## config.mk

```make
export PLATFORM = sky130hd
export DESIGN_NAME = lsu_mem_port
export DESIGN_NICKNAME = d
export VERILOG_FILES = /design/src/rtl/lsu_pkg.sv /design/src/rtl/lsu_load_align.sv /design/src/rtl/lsu_mem_port.sv
export SDC_FILE = /design/constraint.sdc
export NUM_CORES = 1
export LEC_CHECK = 0
export CAP_MARGIN = 30
export CORE_ASPECT_RATIO = 0.9
export CORE_MARGIN = 4
export CORE_UTILIZATION = 46
export CTS_CLUSTER_SIZE = 28
export DETAILED_ROUTE_END_ITERATION = 7
export PLACE_DENSITY_LB_ADDON = 0.05
export SLEW_MARGIN = 30
export SYNTH_ARGS = -nofsm -noshare
export SYNTH_HDL_FRONTEND = slang
export SYNTH_HIERARCHICAL = 1
export SYNTH_SLANG_ARGS = --single-unit
```

## constraint.sdc

```tcl
create_clock -name clk -period 1.9 [get_ports clk]
set_input_delay 0.38 -clock clk [delete_from_list [all_inputs] [get_ports clk]]
set_output_delay 0.38 -clock clk [all_outputs]
set_load 0.005 [all_outputs]
```

## src/rtl/lsu_pkg.sv

```systemverilog
// lsu_pkg: shared definitions for the load/store memory port.
//   - funct3 encodings for RV32I loads and stores
//   - FSM state type
//   - access size decode, legality check and byte-mask helper
package lsu_pkg;

  localparam logic [2:0] F3_B  = 3'b000;
  localparam logic [2:0] F3_H  = 3'b001;
  localparam logic [2:0] F3_W  = 3'b010;
  localparam logic [2:0] F3_BU = 3'b100;
  localparam logic [2:0] F3_HU = 3'b101;

  typedef enum logic [1:0] {
    IDLE = 2'd0,
    ACC1 = 2'd1,
    ACC2 = 2'd2,
    RESP = 2'd3
  } lsu_state_e;

  // Access size in bytes; 0 for encodings that are never legal.
  function automatic logic [2:0] f3_size(input logic [2:0] f3);
    logic [2:0] sz;
    case (f3)
      F3_B, F3_BU: sz = 3'd1;
      F3_H, F3_HU: sz = 3'd2;
      F3_W:        sz = 3'd4;
      default:     sz = 3'd0;
    endcase
    return sz;
  endfunction

  // Unsigned variants only exist for loads.
  function automatic logic f3_legal(input logic we, input logic [2:0] f3);
    logic ok;
    case (f3)
      F3_B, F3_H, F3_W: ok = 1'b1;
      F3_BU, F3_HU:     ok = ~we;
      default:          ok = 1'b0;
    endcase
    return ok;
  endfunction

  // 8-bit mask spanning two words: low nibble for the first word, high for the second.
  function automatic logic [7:0] byte_mask(input logic [2:0] size, input logic [1:0] off);
    logic [7:0] m;
    case (size)
      3'd1:    m = 8'h01;
      3'd2:    m = 8'h03;
      3'd4:    m = 8'h0F;
      default: m = 8'h00;
    endcase
    return m << off;
  endfunction

endpackage

```

## src/rtl/lsu_load_align.sv

```systemverilog
// lsu_load_align: combinational load data extraction.
// Takes the two memory words of an access ({hi,lo}), the byte offset and
// funct3, and returns the sign/zero-extended 32-bit load result.
//   i_data64  in  64  {hi word, lo word}
//   i_off     in  2   byte offset of the access within the lo word
//   i_funct3  in  3   load type
//   o_rdata   out 32  extended load data
module lsu_load_align (
  input  logic [63:0] i_data64,
  input  logic [1:0]  i_off,
  input  logic [2:0]  i_funct3,
  output logic [31:0] o_rdata
);
  import lsu_pkg::*;

  logic [31:0] w_word;

  assign w_word = 32'(i_data64 >> {i_off, 3'b000});

  always_comb begin
    o_rdata = w_word;
    case (i_funct3)
      F3_B:    o_rdata = {{24{w_word[7]}}, w_word[7:0]};
      F3_BU:   o_rdata = {24'b0, w_word[7:0]};
      F3_H:    o_rdata = {{16{w_word[15]}}, w_word[15:0]};
      F3_HU:   o_rdata = {16'b0, w_word[15:0]};
      default: o_rdata = w_word;
    endcase
  end

endmodule

```

## src/rtl/lsu_mem_port.sv

```systemverilog
// lsu_mem_port: RV32I load/store initiator for a byte-enabled word memory.
// Accepts one request at a time over valid/ready, splits word-crossing
// accesses into two aligned word accesses and returns one response pulse.
//   clk, rst_n         clock, async active-low reset
//   req_*              request handshake and payload (we, funct3, addr, wdata)
//   resp_valid/rdata/err  one-cycle completion pulse with load data / error
//   mem_addr/be/wdata  word-aligned memory access; be nonzero only for stores
//   mem_rdata          combinational read data of the word at mem_addr
//
// state | meaning
// IDLE  | ready for a request
// ACC1  | access to the word containing the first byte
// ACC2  | access to the following word (word-crossing requests only)
// RESP  | resp_valid pulse
module lsu_mem_port #(
  parameter int ADDR_W = 32
) (
  input  logic              clk,
  input  logic              rst_n,
  input  logic              req_valid,
  output logic              req_ready,
  input  logic              req_we,
  input  logic [2:0]        req_funct3,
  input  logic [ADDR_W-1:0] req_addr,
  input  logic [31:0]       req_wdata,
  output logic              resp_valid,
  output logic [31:0]       resp_rdata,
  output logic              resp_err,
  output logic [ADDR_W-1:0] mem_addr,
  output logic [3:0]        mem_be,
  output logic [31:0]       mem_wdata,
  input  logic [31:0]       mem_rdata
);
  import lsu_pkg::*;

  lsu_state_e        r_state;
  logic              r_we;
  logic              r_err;
  logic [2:0]        r_funct3;
  logic [1:0]        r_off;
  logic              r_cross;
  logic [3:0]        r_be_hi;
  logic [31:0]       r_wdata_hi;
  logic [31:0]       r_lo;
  logic [31:0]       r_hi;
  logic              r_req_ready;
  logic              r_resp_valid;
  logic [ADDR_W-1:0] r_mem_addr;
  logic [3:0]        r_mem_be;
  logic [31:0]       r_mem_wdata;

  logic              w_accept;
  logic              w_legal;
  logic [2:0]        w_size;
  logic [1:0]        w_off;
  logic [7:0]        w_m8;
  logic [63:0]       w_s64;
  logic              w_cross;
  logic [31:0]       w_ld_rdata;

  assign w_accept = req_valid & r_req_ready;
  assign w_legal  = f3_legal(req_we, req_funct3);
  assign w_size   = f3_size(req_funct3);
  assign w_off    = req_addr[1:0];
  assign w_m8     = byte_mask(w_size, w_off);
  assign w_s64    = {32'b0, req_wdata} << {w_off, 3'b000};
  assign w_cross  = ({2'b00, w_off} + {1'b0, w_size}) > 4'd4;

  lsu_load_align u_load_align (
    .i_data64 ({r_hi, r_lo}),
    .i_off    (r_off),
    .i_funct3 (r_funct3),
    .o_rdata  (w_ld_rdata)
  );

  always_ff @(posedge clk or negedge rst_n) begin
    if (!rst_n) begin
      r_state      <= IDLE;
      r_we         <= 1'b0;
      r_err        <= 1'b0;
      r_funct3     <= 3'b0;
      r_off        <= 2'b0;
      r_cross      <= 1'b0;
      r_be_hi      <= 4'b0;
      r_wdata_hi   <= 32'b0;
      r_lo         <= 32'b0;
      r_hi         <= 32'b0;
      r_req_ready  <= 1'b1;
      r_resp_valid <= 1'b0;
      r_mem_addr   <= '0;
      r_mem_be     <= 4'b0;
      r_mem_wdata  <= 32'b0;
    end else begin
      r_resp_valid <= 1'b0;
      case (r_state)
        IDLE: begin
          if (w_accept) begin
            r_we        <= req_we;
            r_funct3    <= req_funct3;
            r_off       <= w_off;
            r_cross     <= w_cross;
            r_be_hi     <= w_m8[7:4];
            r_wdata_hi  <= w_s64[63:32];
            r_lo        <= 32'b0;
            r_hi        <= 32'b0;
            r_req_ready <= 1'b0;
            if (w_legal) begin
              r_state    <= ACC1;
              r_err      <= 1'b0;
              r_mem_addr <= {req_addr[ADDR_W-1:2], 2'b00};
              r_mem_be   <= req_we ? w_m8[3:0] : 4'b0;
              if (req_we) r_mem_wdata <= w_s64[31:0];
            end else begin
              r_state      <= RESP;
              r_err        <= 1'b1;
              r_resp_valid <= 1'b1;
            end
          end
        end
        ACC1: begin
          if (!r_we) r_lo <= mem_rdata;
          if (r_cross) begin
            r_state    <= ACC2;
            r_mem_addr <= r_mem_addr + ADDR_W'(4);
            r_mem_be   <= r_we ? r_be_hi : 4'b0;
            if (r_we) r_mem_wdata <= r_wdata_hi;
          end else begin
            r_state      <= RESP;
            r_mem_be     <= 4'b0;
            r_resp_valid <= 1'b1;
          end
        end
        ACC2: begin
          if (!r_we) r_hi <= mem_rdata;
          r_state      <= RESP;
          r_mem_be     <= 4'b0;
          r_resp_valid <= 1'b1;
        end
        RESP: begin
          r_state     <= IDLE;
          r_req_ready <= 1'b1;
        end
        default: begin
          r_state     <= IDLE;
          r_req_ready <= 1'b1;
          r_mem_be    <= 4'b0;
        end
      endcase
    end
  end

  assign req_ready  = r_req_ready;
  assign resp_valid = r_resp_valid;
  assign resp_err   = r_resp_valid & r_err;
  // Only completed legal loads return data; stores and errors read as zero.
  assign resp_rdata = (r_resp_valid && !r_we && !r_err) ? w_ld_rdata : 32'b0;
  assign mem_addr   = r_mem_addr;
  assign mem_be     = r_mem_be;
  assign mem_wdata  = r_mem_wdata;

endmodule
```

# [Word level (Yosys, flattened, before mapping)]
# Index checks and enable logic that the tools add are counted.
# Widths: inputs -> output; s select.
[totals] inputBits=103 out_inout_bits=103 latchBits=0 regBits=180 memories=0 mem_bits_rw=0 wordCells=101 rom_bits=0
[op_classes] reduce_logical=22 mul=0 add_sub_neg=2 shift=3 bitwise=3 div=0 n_eq_ne=20 magnitude_cmp=1 mux=35
[op_table] op="$mux 32" count=11
[op_table] op="$pmux 32 s2" count=4
[op_table] op="$pmux 32 s4" count=1
[op_table] op="$shl 32x5->64" count=1
[op_table] op="$shr 64x5->32" count=1
[op_table] op="$add 32x3->32 const B" count=1
[op_table] op="$pmux 4 s3" count=2
[op_table] op="$mux 4" count=5
[op_table] op="$eq 3x3->1 const B" count=5
[op_table] op="$ne 2x2->1 const B" count=7
[op_table] op="$eq 3x1->1 const B" count=3
[op_table] op="$pmux 3 s3" count=1
[op_table] op="$reduce_and 3->1" count=3
[op_table] op="$pmux 2 s4" count=1
[op_table] op="$shl 8x2->8" count=1
[op_table] op="$eq 3x2->1 const B" count=2
[op_table] op="$logic_not 3->1" count=2
[op_table] op="$reduce_and 6->1" count=1
[op_table] op="$reduce_bool 2->1" count=3
[op_table] op="$reduce_or 2->1" count=3
[op_table] op="$mux 1" count=5
[op_table] op="$add 2x3->4" count=1
[op_table] op="$eq 2x2->1 const B" count=2
[op_table] op="$gt 4x3->1 const B" count=1
[op_table] op="other kinds (13)" count=19

# [Depth between registers and ports, before layout]
[depth] depth_word=10 ltp_mapped=9 mapped_depth_nobuf=7

# [Modules after synthesis]
# Netlist, hierarchy kept.
[modules_own_cells] mod="lsu_mem_port" cells_each=983 area_each_um2=8680.8 seq_area_each_um2=4230.3 n_inst=1
[modules_own_cells] mod="lsu_load_align" cells_each=101 area_each_um2=1119.8 seq_area_each_um2=0.0 n_inst=1

# [Least setup slack after synthesis]
# No wires, ideal clock.
[synth_path] kind="reg-to-reg" from="register r_state[0]" to="register r_mem_be[1], in the netlist mem_be[1]" arrival_time_ns=1.866 required_time_ns=1.775 n_path_buf=1 path_stages_with_launch=8 setup_time_ns=0.125 slack_ns=-0.090 period_less_slack_ns=1.990 path_cell_list="dfrtp_1 -> inv_1 -> ha_1 -> and3_1 -> buf_6 -> nand3_1 -> a21boi_1 -> mux2_2"
[synth_via] elab_chain_len=3 word_cells_on_any_way=8 classes_between="eq/ne: 4; mux: 1; reduce/logical: 3"
[synth_lines] item="from (decl)" line="lsu_mem_port.sv:36" rtl="lsu_state_e r_state;"
[synth_lines] item="from (signal assigned)" line="lsu_mem_port.sv:78" rtl="r_state <= IDLE;"
[synth_lines] item="from (signal assigned)" line="lsu_mem_port.sv:108" rtl="r_state <= ACC1;"
[synth_lines] item="from (signal assigned)" line="lsu_mem_port.sv:114" rtl="r_state <= RESP;"
[synth_lines] item="$eq 2x2->1, or another cell as far along" line="lsu_mem_port.sv:95" rtl="case (r_state)"
[synth_lines] item="$reduce_bool 3->1 (no source line) / $ne 2x2->1 (equally long branches)"
[synth_lines] item="$reduce_and 3->1 (no source line)"
[synth_lines] item="to (signal assigned)" line="lsu_mem_port.sv:111" rtl="r_mem_be <= req_we ? w_m8[3:0] : 4'b0;"
[synth_lines] item="to (signal assigned)" line="lsu_mem_port.sv:125" rtl="r_mem_be <= r_we ? r_be_hi : 4'b0;"
[synth_lines] item="to (decl)" line="lsu_mem_port.sv:49" rtl="logic [3:0] r_mem_be;"
# Several ways; a longest one is shown, not always the timed one.
# A chain may end at the register's enable or synchronous reset.

# [Final worst setup path]
[layout_path] from="register r_off[1]" to="output resp_rdata[18]"
[layout_via] elab_chain_len=3
[layout_lines] item="from (decl)" line="lsu_mem_port.sv:40" rtl="logic [1:0] r_off;"
[layout_lines] item="from (signal assigned)" line="lsu_mem_port.sv:100" rtl="r_off <= w_off;"
[layout_lines] item="$shr 64x5->32" line="lsu_load_align.sv:18" rtl="assign w_word = 32'(i_data64 >> {i_off, 3'b000});"
[layout_lines] item="$pmux 32 s4" line="lsu_load_align.sv:22" rtl="case (i_funct3)"
[layout_lines] item="net w_ld_rdata[18]" line="lsu_mem_port.sv:59" rtl="logic [31:0] w_ld_rdata;"
[layout_lines] item="$mux 32" line="lsu_mem_port.sv:156" rtl="assign resp_rdata = (r_resp_valid && !r_we && !r_err) ? w_ld_rdata : 32'b0;"
[layout_lines] item="to (decl)" line="lsu_mem_port.sv:27" rtl="output logic [31:0] resp_rdata,"
# The timed path passes the listed nets, and every way through them passes these cells.

==> results by group <==
STA
  • Final hold vios: 0
  • Clock Skew: around 0.0074 ns
  • Least-Margin Pin Slew: 0.757 ns
  • Rel. slew slack: approximately half
  • Finish-stage setup viols: 59
  • Maximum clock rate: 376 MHz
  • Pins Over Slew Limit: 0
  • RSZ-0062 raised after global routing: true
  • Fin crit share: 140%
  • Worst setup margin: -0.758 ns
  • Min Clock Period, post-route: 2.66 ns

Clocking
  • Num CTS Buffers: 17
  • CTS tree: built
  • H-Tree Depth: 4
  • CTS root buffer: clkbuf_16
  • Worst-case clock buffer depth: 2
  • Clk sink count: 161
  • CTS clk-pin slew, worst paths: approximately 0.070 ns
  • Clock latency on the worst-skew pair: about 0.44 ns

Status
  • Status: complete, but fails checks
  • Failing checks: negative setup slack

Power
  • Lkg Pwr: 0.00639 uW
  • Peak VDD IR: ~0.86 mV
  • Flop pwr share: around a quarter
  • Clk pwr share: 15.3%
  • PwrDens: about 1600 mW/mm2
  • Pwr Total: roughly 24,000 uW
  • Switching Power: roughly 9600 uW
  • Switching share of power: 40.7%
  • Logic gate share of total power: 59.1%
  • Internal Power: roughly 14,000 uW

Place
  • Gp weighted congestion: just under 0.9
  • Post-Place Cell Area: ~0.013 mm2
  • Port Buf Inserts: 203
  • Final HPWL from detailed placement: about 21 mm

Floorplanning
  • Core box area: 0.0202 mm2
  • FP Rows: 49
  • Die Ht: 144 um
  • Die Span X: 159 um
  • Starting Density: 47.1%
  • Boundary Pins: ~210
  • Die ar.: 0.0230 mm2

GRT
  • Largest net degree at the start of global routing: 65
  • First-pass GRT wire length: ~48 mm
  • Antenna violations before repair: 0
  • GRT Util Overall: 25.9%
  • Vias in the first global route: 8,924
  • Grt ovf: 0

Worst setup path
  • CP endpoint kind: primary output
  • Slowest CP cell: dfrtp_1
  • Crit path kind: flip-flop to primary output
  • Top delay family on crit path: buffers and inverters
  • Bufs and invs on worst path: 5
  • Critical Path AT: 2.28 ns
  • Worst Path Max Fanout: 6
  • Worst EP required: between 1.5 and 2 ns
  • Critical path cell sequence: buf_6 -> buf_12 -> mux4_2 -> mux2i_4 -> clkbuf_16 -> buf_8 -> o21ai_1 -> and2_1 -> buf_2
  • Worst Setup Start Kind: flip-flop
  • Critical Path Max Stage Delay: 0.40 ns

Synth
  • Synth Area per Inst: 9.03 um2
  • Cells after synthesis: 1,052
  • Yosys warnings: 6
  • Cell Area, Synth: ~0.0095 mm2

Finish
  • Most frequent cells in the layout: nand2_1, clkdlybuf4s50_1, dfrtp_1, buf_4, o21ai_0
  • Layout cells sized above 1: 31.8%
  • Nets@finish: 1,491
  • Commonest non-fill, non-tap cell in the layout: nand2_1
  • Multi-input logic area: 0.00571 mm2
  • Register area: 0.00404 mm2
  • Ant diodes: 0
  • Area added between synthesis and finish: 54.3%
  • Fillcell total: between 1,000 and 1,500
  • Post-Layout Inst Area: 0.0147 mm2

Detailed routing
  • Wirelength per Cell: between 15 and 20 um
  • Vias: 9,558
  • Vias per cell: 5.80
  • Iter 0 DRT Violations: 972
  • Drt total wl: 32.9 mm
  • DRC viols: 0
  • First-pass iteration count of the detailed router: 6
  • Post-route ant nets: 0

Job
  • Max-cap viol count: 0

Hold path
  • HP Class: input pin to flip-flop
## layout make-up
cell class	instances	area share (%)
clock buffer	18	3.00
clock inverter	14	1.14
inverter	9	0.247
multi-input combinational	796	38.9
sequential	161	27.5
tap	255	2.18
timing repair buffer	394	27.0
## sequential cells by signal (all words and copies together) (netlist names)
name	cells
mem_wdata	32
r_lo	32
mem_addr	30
r_hi	24
r_wdata_hi	24
mem_be	4
r_be_hi	3
r_funct3	3
r_off	2
r_state	2
r_cross	1
r_err	1
r_we	1
req_ready	1
resp_valid	1
## path summary, 6_finish.rpt
kind / from / end / slack (ns) / cells after the start
worst max-delay path: r_off[1] / resp_rdata[18] / -0.76 / 9
worst min-delay path: req_addr[1] / r_wdata_hi[15] / 0.41 / 4
worst max register to register: r_state[1] / mem_wdata[29] / -0.06 / 10
worst min register to register: r_wdata_hi[20] / r_wdata_hi[20] / 0.47 / 2
max in group asynchronous: rst_n / r_wdata_hi[21] / 0.81 / 3
min in group asynchronous: rst_n / mem_addr[5] / 0.46 / 2
## layer usage
| layer | vias up | share of wire [%] | global-route usage [%] |
|---|---|---|---|
| met3 | 47 | 7.5 | 5.50 |
| met5 | - | 0 | 0 |
| met4 | 0 | 1.6 | 6.62 |
| met1 | 4679 | 45 | 37.0 |
| met2 | 415 | 46 | 40.8 |
| li1 | 4417 | - | - |
## per-stage QoR
stage / utilization, % / worst slack (ns) / hold slack, ns / TNS [ns] / instances
6_report: 72.7 / -0.758 / 0.407 / -21.21 / 1647
5_1_grt: 72.7 / -0.812 / 0.415 / -26.29 / 1647
4_1_cts: 66.6 / -0.757 / 0.397 / -20.42 / 1610
3_5_place_dp: 62.5 / -0.474 / 0.370 / -40.28 / 1549
3_3_place_gp: 62.5 / -0.436 / 0.369 / -37.55 / 1549
2_1_floorplan: - / -0.0234 / 0.0844 / -0.225 / 1053
## power by group through the flow
stage                     clock network (uW)  registers [uW]  logic, uW
after floorplan                            0            5780       5470
after global placement                     0            5880       9970
final                                   3610            6020      13900
after global routing                    3790            6200      14900
after detailed placement                   0            5900      10100
after CTS                               3660            5860      10800
## tightest hold or removal path, cell delays in order
cell and delay [ns]:
buf_2 0.14, buf_12 0.17, nand3_1 0.07, nand2_1 0.05
## timing repair
action                                  CTS  global route
endpoints found under the hold margin    42             0
cloned                                    1            16
pin swaps                                21            82
setup buffers                            29            24
hold buffers                              1             0
endpoints found under the setup margin   79           127
gates resized for setup                 156           226
(Power assumes the default switching activity.)
